<file path="src/rtl/dw_asymfifo_s1_lvl.sv">
// Single-clock FIFO with asymmetric push/pop widths, flip-flop storage and level flags.
// Define DW_ASYMFIFO_S1_LVL_FWFT_EN for a combinational first-word-fall-through data_out.
module dw_asymfifo_s1_lvl #(
  parameter int DATA_IN_WIDTH  = 16,
  parameter int DATA_OUT_WIDTH = 8,
  parameter int DEPTH          = 8,
  parameter int ERR_MODE       = 0,
  parameter int BYTE_ORDER     = 0
) (
  input  logic                        clk,
  input  logic                        rst,
  input  logic                        push_req_n,
  input  logic                        flush_n,
  input  logic                        pop_req_n,
  input  logic [DATA_IN_WIDTH-1:0]    data_in,
  input  logic [$clog2(DEPTH):0]      ae_level,
  input  logic [$clog2(DEPTH):0]      af_level,
  output logic                        empty,
  output logic                        almost_empty,
  output logic                        half_full,
  output logic                        almost_full,
  output logic                        full,
  output logic                        ram_full,
  output logic                        part_wd,
  output logic                        error,
  output logic [$clog2(DEPTH):0]      word_count,
  output logic [DATA_OUT_WIDTH-1:0]   data_out
);

  localparam int AW  = $clog2(DEPTH);
  localparam int W   = (DATA_IN_WIDTH > DATA_OUT_WIDTH) ? DATA_IN_WIDTH : DATA_OUT_WIDTH;
  localparam int KI  = (DATA_IN_WIDTH < DATA_OUT_WIDTH) ? DATA_OUT_WIDTH / DATA_IN_WIDTH : 1;
  localparam int KO  = (DATA_IN_WIDTH > DATA_OUT_WIDTH) ? DATA_IN_WIDTH / DATA_OUT_WIDTH : 1;
  localparam int IIW = (KI > 1) ? $clog2(KI) : 1;
  localparam int OIW = (KO > 1) ? $clog2(KO) : 1;
  localparam logic [AW:0]    DEPTH_C = (AW+1)'(DEPTH);
  localparam logic [AW:0]    HALF_C  = (AW+1)'((DEPTH + 1) / 2);
  localparam logic [AW-1:0]  PLAST   = AW'(DEPTH - 1);
  localparam logic [IIW-1:0] ILAST   = IIW'(KI - 1);
  localparam logic [OIW-1:0] OLAST   = OIW'(KO - 1);

  logic [W-1:0]   r_mem [DEPTH];
  logic [AW-1:0]  r_wptr, r_rptr;
  logic [AW:0]    r_cnt;
  logic [W-1:0]   r_inbuf;
  logic [IIW-1:0] r_idx;
  logic [OIW-1:0] r_oidx;
  logic           r_err;

  logic w_empty, w_ram_full, w_full, w_part;
  logic w_push, w_pop, w_flush, w_wr, w_rd, w_err_now;
  logic [W-1:0]              w_asm, w_head;
  logic [DATA_OUT_WIDTH-1:0] w_sub;
  logic [AW+1:0]             w_af_sum;

  // With equal or wide-in widths KI = 1, so every push completes a word and part_wd stays 0.
  assign w_empty    = (r_cnt == '0);
  assign w_ram_full = (r_cnt == DEPTH_C);
  assign w_part     = (r_idx != '0);
  assign w_full     = w_ram_full && (r_idx == ILAST);
  assign w_push     = !push_req_n && !w_full;
  assign w_flush    = !flush_n && w_part && !w_ram_full;
  assign w_pop      = !pop_req_n && !w_empty;
  assign w_wr       = (w_push && (r_idx == ILAST)) || w_flush;
  assign w_rd       = w_pop && (r_oidx == OLAST);
  assign w_err_now  = (!push_req_n && w_full) || (!pop_req_n && w_empty) ||
                      (!flush_n && w_part && w_ram_full);
  assign w_head     = r_mem[r_rptr];

  always_comb begin
    w_asm = r_inbuf;
    for (int unsigned i = 0; i < KI; i++) begin
      if (w_push && (r_idx == IIW'(i)))
        w_asm[((BYTE_ORDER == 0) ? (KI - 1 - i) : i) * DATA_IN_WIDTH +: DATA_IN_WIDTH] = data_in;
    end
  end

  always_comb begin
    w_sub = '0;
    for (int unsigned j = 0; j < KO; j++) begin
      if (r_oidx == OIW'(j))
        w_sub = w_head[((BYTE_ORDER == 0) ? (KO - 1 - j) : j) * DATA_OUT_WIDTH +: DATA_OUT_WIDTH];
    end
  end

  always_ff @(posedge clk) begin
    if (w_wr) r_mem[r_wptr] <= w_asm;
  end

  always_ff @(posedge clk or posedge rst) begin
    if (rst) begin
      r_wptr  <= '0;
      r_rptr  <= '0;
      r_cnt   <= '0;
      r_inbuf <= '0;
      r_idx   <= '0;
      r_oidx  <= '0;
      r_err   <= 1'b0;
    end else begin
      if (w_wr) begin
        r_inbuf <= '0;
        r_idx   <= '0;
        r_wptr  <= (r_wptr == PLAST) ? '0 : r_wptr + AW'(1);
      end else if (w_push) begin
        r_inbuf <= w_asm;
        r_idx   <= r_idx + IIW'(1);
      end
      if (w_pop) begin
        if (w_rd) begin
          r_oidx <= '0;
          r_rptr <= (r_rptr == PLAST) ? '0 : r_rptr + AW'(1);
        end else begin
          r_oidx <= r_oidx + OIW'(1);
        end
      end
      case ({w_wr, w_rd})
        2'b10:   r_cnt <= r_cnt + (AW+1)'(1);
        2'b01:   r_cnt <= r_cnt - (AW+1)'(1);
        default: r_cnt <= r_cnt;
      endcase
      r_err <= (ERR_MODE == 0) ? (r_err | w_err_now) : w_err_now;
    end
  end

`ifdef DW_ASYMFIFO_S1_LVL_FWFT_EN
  assign data_out = w_empty ? '0 : w_sub;
`else
  logic [DATA_OUT_WIDTH-1:0] r_dout;
  always_ff @(posedge clk or posedge rst) begin
    if (rst)        r_dout <= '0;
    else if (w_pop) r_dout <= w_sub;
  end
  assign data_out = r_dout;
`endif

  assign w_af_sum     = {1'b0, r_cnt} + {1'b0, af_level};
  assign empty        = w_empty;
  assign almost_empty = (r_cnt <= ae_level);
  assign half_full    = (r_cnt >= HALF_C);
  assign almost_full  = !rst && (w_af_sum >= {1'b0, DEPTH_C});
  assign full         = w_full;
  assign ram_full     = w_ram_full;
  assign part_wd      = w_part;
  assign error        = r_err;
  assign word_count   = r_cnt;

endmodule

</file>
<file path="config.mk">
export PLATFORM = sky130hd
export DESIGN_NAME = dw_asymfifo_s1_lvl
export DESIGN_NICKNAME = d
export VERILOG_FILES = /design/src/rtl/dw_asymfifo_s1_lvl.sv
export SDC_FILE = /design/constraint.sdc
export NUM_CORES = 1
export LEC_CHECK = 0
export ABC_AREA = 0
export ABC_CLOCK_PERIOD_IN_PS = 8600
export CORE_MARGIN = 2
export CORE_UTILIZATION = 43
export CTS_CLUSTER_SIZE = 24
export DETAILED_ROUTE_END_ITERATION = 7
export RECOVER_POWER = 25
export SLEW_MARGIN = 20
export SYNTH_ARGS = -nofsm -noshare
export SYNTH_HDL_FRONTEND = slang
export SYNTH_SLANG_ARGS = --single-unit
</file>
<file path="constraint.sdc">
create_clock -name clk -period 8.6 [get_ports clk]
set_input_delay 1.72 -clock clk [delete_from_list [all_inputs] [get_ports clk]]
set_output_delay 1.72 -clock clk [all_outputs]
set_load 0.05 [all_outputs]
</file>
# == Word-level counts from Yosys, hierarchy flattened ==
# Memories as Yosys holds them, arrays and structs flattened.
# Cells that the tools add are included.
# totals
ramBits,128
out_inout_bits,20
word_cells,63
n_memories,1
input_bits,29
register_bits,37
# classes
n_mux,12
bitwise_logic,2
addsub,7
eq_ne,5
n_lt_le_gt_ge,3
reduce_logical,25
# memory_table
name,depth,word_bits,read_ports,rd_ports_with_merged_regs,write_ports,line_no,text
r_mem,8,16,1,0,1,42,logic [W-1:0] r_mem [DEPTH];
# ops
op,count
16-bit two-way mux,3
1-bit logical AND,11
8-bit two-way mux,1
4-bit one-hot mux with 2 select lines,1
1-bit zero test,7
"3-bit by 1-bit adder with 3-bit output, second input constant",2
"3-bit == test, second input constant",2
3-bit two-way mux,2
4-bit by 4-bit adder with 5-bit output,1
"5-bit by 4-bit greater-or-equal comparator with 1-bit output, second input constant",1
1-bit two-way mux,5
"4-bit by 1-bit adder with 4-bit output, second input constant",1
"4-bit == test, second input constant",1
"4-bit by 3-bit greater-or-equal comparator with 1-bit output, second input constant",1
4-bit <= comparator,1
4-bit zero test,1
2-bit nonzero test,2
"4-bit by 1-bit subtractor with 4-bit output, second input constant",1
1-bit logical OR,3
"1-bit adder, second input constant",2
"2-bit by 1-bit == test with 1-bit output, second input constant",1
"2-bit == test, second input constant",1
2-bit AND reduction,1
1-bit NOT,1
1-bit bitwise OR,1

# == Longest topological paths before layout ==
# Gate-level depths: netlist of run 1.
# logic_depth
depth_word,8
mapped_depth,11

# == Worst setup path after synthesis of run 1 ==
# Ideal clock, no wire load.
# synth_path
path_kind,input port to output port
startpoint,input ae_level[1]
endpoint,output almost_empty
setup_slack_ps,3332
arrival_time_ps,3548
required_ps,6880
cell_stages,6
path_cell_list,inv_1 ha_1 nor2b_1 o21a_1 o21a_1 o21ai_0
# synth_between
elab_chain_len,1
# synth_rtl
element,line_no,text
"start, declared",16,"input logic [$clog2(DEPTH):0] ae_level,"
4-bit <= comparator,138,assign almost_empty = (r_cnt <= ae_level);
"end, declared",19,"output logic almost_empty,"
# No other way between the ends.

# == Final worst setup path of run 1 ==
# Ends and elaborated chain as after synthesis.

==> results of run 1 <==
## path summary, 6_finish.rpt
path | end | slack, ps
setup / recovery | almost_empty | 2890
hold / removal | error | 460
hold reg to reg | error | 460
min in group asynchronous | data_out[1] | 2670
max in group asynchronous | r_rptr[2] | 4360
setup reg to reg | word_count[3] | 4640
## per-stage QoR
stage	total power, mW	hold WS [ps]	utilization [%]	area (um^2)	setup slack [ps]
6_report	2.83	458	52.3	8250	2890
4_1_cts	2.88	466	52.4	8260	2860
3_3_place_gp	2.06	442	48.4	7630	2980
3_5_place_dp	2.09	452	48.4	7640	2870
5_1_grt	2.97	494	52.3	8250	2770
2_1_floorplan	1.79	447	-	6880	3330
## synthesized netlist by cell type, types with 2 or more instances
library cell  number
edfxtp_1         128
o21a_1             2
nand2_1           27
nor4_1             2
nor2b_1            5
mux4_2            31
mux2_2            11
clkbuf_1           5
or2_2              2
nor2_1             9
a211o_1            2
buf_4              4
a221o_1            7
a21o_1             2
buf_6              2
nand3b_1           2
o21ai_0            6
mux2_1            10
buf_2              8
xnor2_1            3
ha_1              14
inv_1              9
nor3_1            14
mux2i_1           12
xor2_1             2
dfrtp_1           37
nand2b_1           5
and2_1            16
a21oi_1            2
## cells in the final DEF (no fill, tap or decap), drive strengths merged, types with 2 or more instances in the layout
| cell | synthesis | final |
|---|---|---|
| a221o | 7 | 7 |
| o21ai | 6 | 6 |
| bufinv | 0 | 3 |
| nand2b | 5 | 5 |
| nor3 | 14 | 14 |
| or2 | 2 | 2 |
| and2 | 16 | 16 |
| xor2 | 2 | 2 |
| dlygate4sd3 | 0 | 12 |
| nor2b | 5 | 5 |
| inv | 10 | 11 |
| clkdlybuf4s50 | 0 | 36 |
| mux2i | 12 | 12 |
| a21oi | 2 | 2 |
| a211o | 2 | 2 |
| dfrtp | 37 | 37 |
| nand2 | 27 | 27 |
| nor4 | 3 | 3 |
| ha | 14 | 14 |
| nor2 | 9 | 9 |
| buf | 15 | 7 |
| edfxtp | 128 | 128 |
| mux2 | 21 | 21 |
| xnor2 | 3 | 3 |
| clkbuf | 5 | 24 |
| a21o | 2 | 2 |
| mux4 | 31 | 31 |
| o21a | 2 | 2 |
| clkinv | 1 | 7 |
| nand3b | 2 | 2 |
## power by group
group	switching [mW]	total [mW]	internal, mW
registers	0.131	1.15	1.02
logic	0.509	0.896	0.387
clock network	0.299	0.787	0.488
total	0.938	2.83	1.89
## cells by family after synthesis
group | synth area share, %
AOI/OAI and AO/OA | 2.78
and+or+nand+nor | 6.69
xor gates and xnor gates | 0.636
adders and majority gates | 2.84
muxes | 15.3
buffers and inverters | 2.44
DFF | 69.3
## flip-flops by register name, indices dropped and copies added, names as in the netlist
name        count
r_wptr          3
part_wd         1
error           1
r_mem         128
r_oidx          1
word_count      4
r_inbuf        16
data_out        8
r_rptr          3
## layer usage
metal,up-vias,global-route usage [%]
li1,1636,-
met1,1864,23.7
met2,71,29.4
met3,15,3.14
met4,0,6.63
met5,-,0
## cell type report
type / count / share of cell area (%)
clock buffer: 21 / 5.82
timing repair buffer: 58 / 6.69
inverter: 11 / 0.500
sequential: 165 / 57.8
tap: 216 / 3.28
multi-input combinational: 197 / 24.1
clock inverter: 11 / 1.77
## worst register-to-register path, cell delays in order, from the launching register on
cell and delay [ps]:
dfrtp_1 520, or4b_4 630, nand2_1 110, clkbuf_1 1100, ha_1 420, or3b_2 460
a211o_1 310, mux2i_1 180, xor2_1 160
==> results.py, run 1 <==
metrics = {
    "sta": {
        "relSlewSlack_pct": -62.5,
        "setup_viol": 0,
        "fin_crit_sh_pct": 66.3,
        "final.setup.tns_ps": 0,
        "rsz0062_at_grt": "false",
        "fmax_mhz": 175,
        "fin_crit_ps": 5710,
        "finalMaxSlewViolations": 71,
        "tightestPinTransition_ps": 2440,
        "final.setup_skew_ps": 7.78,
        "finalHoldViolCount": 0,
    },
    "clocking": {
        "cts_resized": 0,
        "cts_max_level": 4,
        "cts_hold_buf": 0,
        "post_cts_buffers": 0,
        "clk_pin_slew_ps": 60,
        "cts_sinks": 165,
        "clock_latency_ps": 420,
        "clock_path_buffers": 2,
        "cts_inserted_buffers": 17,
        "cts_tree": "yes",
        "cts_root_buffer": "clkbuf_16",
    },
    "cells_and_area": {
        "drive_gt1_share_pct": 19.2,
        "seq_area_um2": 4770,
        "final.fill_count": 1310,
        "fin_cells": 679,
        "n_antenna_cell": 0,
        "finalNetCount": 494,
        "multi_input_area_um2": 1990,
        "syn_to_final_growth_pct": 19.9,
    },
    "worst_setup_path": {
        "cp-start-kind": "input pin",
        "slowest_delay_ps": 830,
        "end_kind": "primary output",
        "worstPathRequired_ps": 6880,
        "cp_top_family": "buffers and inverters",
        "r2r-start": "word_count[1]",
        "cp_max_fo": 2,
        "cp.arrival_ps": 3990,
        "path_buf_inv": 3,
        "r2r_cells": 8,
        "crit_path_cell_trace": "clkdlybuf4s50_1 > inv_1 > ha_1 > nor2b_1 > o21a_1 > o21a_1 > o21ai_0 > clkdlybuf4s50_1",
        "path_depth": 8,
        "critPathKind": "in -> out",
        "cp-startpoint": "ae_level[1]",
        "critPathSlowestCell": "clkdlybuf4s50_1",
    },
    "logic_synthesis": {
        "synthFlopType": "edfxtp_1",
        "synth_edf_count": 128,
        "synth_top_area_share_pct": 55.8,
        "netlist_area_um2": 6880,
        "synth_cells": 393,
        "synth_top_cell_by_area": "edfxtp_1",
        "syn_area_per_cell_um2": 17.5,
        "ys_ff_latch": 165,
        "ys_types": 43,
        "async_flop_share_pct": 22.4,
        "seq_area_frac_synth_pct": 69.3,
        "yosys_warnings": 0,
        "synthTopCellsByArea": "edfxtp_1, dfrtp_1, mux4_2",
        "syn_nets": 437,
    },
    "routing": {
        "wl_per_cell_um": 20.4,
        "wl_um": 13900,
        "viasPerCell": 5.28,
        "ant_nets": 0,
        "drc": 0,
        "firstDrtPassIters": 4,
        "met3_length_um": 461,
        "highest_layer": "met4",
        "first_iter_violations": 183,
        "wl_met1_um": 6290,
        "met2_length_um": 6870,
        "vias": 3586,
    },
    "place": {
        "dp_hpwl_um": 8440,
        "portBuffers": 48,
        "dpl.cell_count": 646,
        "gp_congestion": 0.724,
    },
    "grt": {
        "overflow": 0,
        "grt_max_degree": 38,
        "grt.total_usage_pct": 17.7,
        "grt_pass1_vias": 3651,
        "grt_antenna_before_repair": 0,
        "grt_pass1_wl_um": 21400,
    },
    "hold_path": {
        "holdPathStages": 1,
        "min_from": "error",
        "hp-class": "reg -> reg",
    },
    "floorplan": {
        "ioPinCount": 49,
        "floorplan.die_area_um2": 17000,
        "initial_utilization_pct": 43.6,
        "core_um2": 15800,
        "die_w_um": 131,
        "fp.dieH_um": 131,
        "rows": 46,
    },
    "job": {
        "cap_violations": 3,
    },
    "outcome": {
        "violations": "capacitance limit, slew limit",
        "status": "finished, violations left",
    },
    "power": {
        "irDropWorstVdd_mv": 0.189,
        "powerDensity_nw_per_um2": 343,
        "p_leak_nw": 3.02,
    },
}
No activity file was read; power rests on OpenSTA's default activity.
==> run 2, diff against run 1 <==
Settings changed: ABC_CLOCK_PERIOD_IN_PS 8600 to 5000.
Clock period 8.6 ns to 5 ns, I/O delays scaled along.
==> results.py, run 2 (same netlist as run 1, synthesis figures left out) <==
metrics = {
    "outcome": {
        "status": "finished, violations left",
        "violations": "capacitance limit, slew limit",
    },
    "power": {
        "clkPwrFrac_pct": 26.4,
        "powerDensity_nw_per_um2": 581,
        "seq_power_share_pct": 41.6,
        "internal_power_mw": 3.20,
        "p_leak_nw": 2.99,
        "irDropWorstVdd_mv": 0.293,
        "comb_power_share_pct": 31.9,
        "switching_share_pct": 32.9,
        "p_sw_mw": 1.57,
    },
    "sta": {
        "finalHoldViolCount": 0,
        "final.setup.tns_ps": 0,
        "rsz0062_at_grt": "false",
        "finalMaxSlewViolations": 38,
        "fmax_mhz": 238,
        "setup_viol": 0,
        "tightestPinTransition_ps": 2330,
        "fin_crit_ps": 4200,
        "fin_crit_sh_pct": 84.0,
        "final.setup_skew_ps": 8.62,
        "relSlewSlack_pct": -55.1,
    },
    "routing": {
        "wl_per_cell_um": 20.1,
        "firstDrtPassIters": 4,
        "first_iter_violations": 185,
        "viasPerCell": 5.22,
        "drc": 0,
        "vias": 3559,
        "wl_um": 13700,
        "ant_nets": 0,
    },
    "floorplan": {
        "initial_utilization_pct": 43.6,
        "core_um2": 15800,
        "floorplan.die_area_um2": 17000,
        "rows": 46,
        "fp.dieH_um": 131,
        "ioPinCount": 49,
        "die_w_um": 131,
    },
    "hold_path": {
        "min_from": "error",
        "hp-class": "reg -> reg",
    },
    "clocking": {
        "cts_inserted_buffers": 17,
        "clk_pin_slew_ps": 60,
        "clock_path_buffers": 2,
        "cts_root_buffer": "clkbuf_16",
        "cts_tree": "yes",
        "clock_latency_ps": 420,
        "post_cts_buffers": 0,
        "cts_hold_buf": 0,
        "cts_sinks": 165,
        "cts_resized": 0,
        "cts_max_level": 4,
    },
    "job": {
        "cap_violations": 1,
    },
    "grt": {
        "grt_max_degree": 38,
        "grt.total_usage_pct": 17.6,
        "grt_pass1_vias": 3718,
        "grt_pass1_wl_um": 21400,
        "grt_antenna_before_repair": 0,
        "overflow": 0,
    },
    "place": {
        "dp_hpwl_um": 8450,
        "gp_congestion": 0.731,
        "dpl_cell_area_um2": 7640,
        "portBuffers": 48,
    },
    "cells_and_area": {
        "n_antenna_cell": 0,
        "final_cell_mix": "edfxtp_1, clkdlybuf4s50_1, dfrtp_1",
        "finalInstanceArea_um2": 8190,
        "top_register": "r_mem",
        "syn_to_final_growth_pct": 19.1,
        "seq_area_um2": 4770,
        "drive_gt1_share_pct": 18.9,
        "finalNetCount": 498,
        "largest_reg_flops": 128,
        "final_common_cell": "edfxtp_1",
        "multi_input_area_um2": 1970,
        "final.fill_count": 1357,
    },
    "worst_setup_path": {
        "cp_max_fo": 2,
        "worstPathRequired_ps": 4000,
        "critPathKind": "in -> out",
        "end_kind": "primary output",
        "r2r-start": "word_count[1]",
        "cp-start-kind": "input pin",
        "cp.arrival_ps": 3200,
        "cp-startpoint": "ae_level[1]",
    },
}
## run 2: per-layer routing
layer	vias to the layer above	GRT usage (%)	share of wire (%)
met5	-	0	0
met4	0	5.51	0.93
met3	10	3.83	3.3
met2	65	29.3	51
met1	1846	23.4	44
li1	1638	-	-
## run 2: worst paths after layout
kind	endpoint	slack [ps]	cells past startpoint
min in group asynchronous	data_out[2]	1920	3
max in group asynchronous	r_rptr[2]	1600	3
hold reg to reg	error	450	1
setup / recovery	almost_empty	800	8
setup reg to reg	word_count[3]	1870	7
hold / removal	error	450	1
## run 2: stage by stage
stage	worst slack (ps)	util [%]	hold slack, ps	total power [mW]	instances
3_3_place_gp	818	48.4	442	3.54	651
6_report	802	52.0	454	4.76	682
2_1_floorplan	1170	-	447	3.08	393
5_1_grt	721	52.0	486	5.01	682
4_1_cts	794	52.1	457	4.84	682
3_5_place_dp	801	48.4	443	3.58	651
## run 2: power by group through the flow
stage | Sequential, mW | Combinational (mW) | Clock (mW)
after floorplan | 2.04 | 1.04 | 0
after global placement | 2.01 | 1.53 | 0
after detailed placement | 2.02 | 1.56 | 0
after CTS | 1.99 | 1.56 | 1.28
after global routing | 2.02 | 1.65 | 1.34
final | 1.98 | 1.52 | 1.26
## run 2: area by class of cell
cell class / instances / share of cell area (%)
Timing Repair Buffer: 62 / 6.92
Sequential cell: 165 / 58.2
Clock inverter: 8 / 1.21
Tap cell: 216 / 3.30
Multi-Input combinational cell: 197 / 24.0
Clock buffer: 23 / 5.83
Inverter: 11 / 0.504
## run 2: worst max-delay path, stage by stage
cell and delay [ps]:
clkdlybuf4s50_1 460, inv_1 40, ha_1 300, nor2b_1 140, o21a_1 160, o21a_1 150
o21ai_0 130, clkdlybuf4s50_1 820
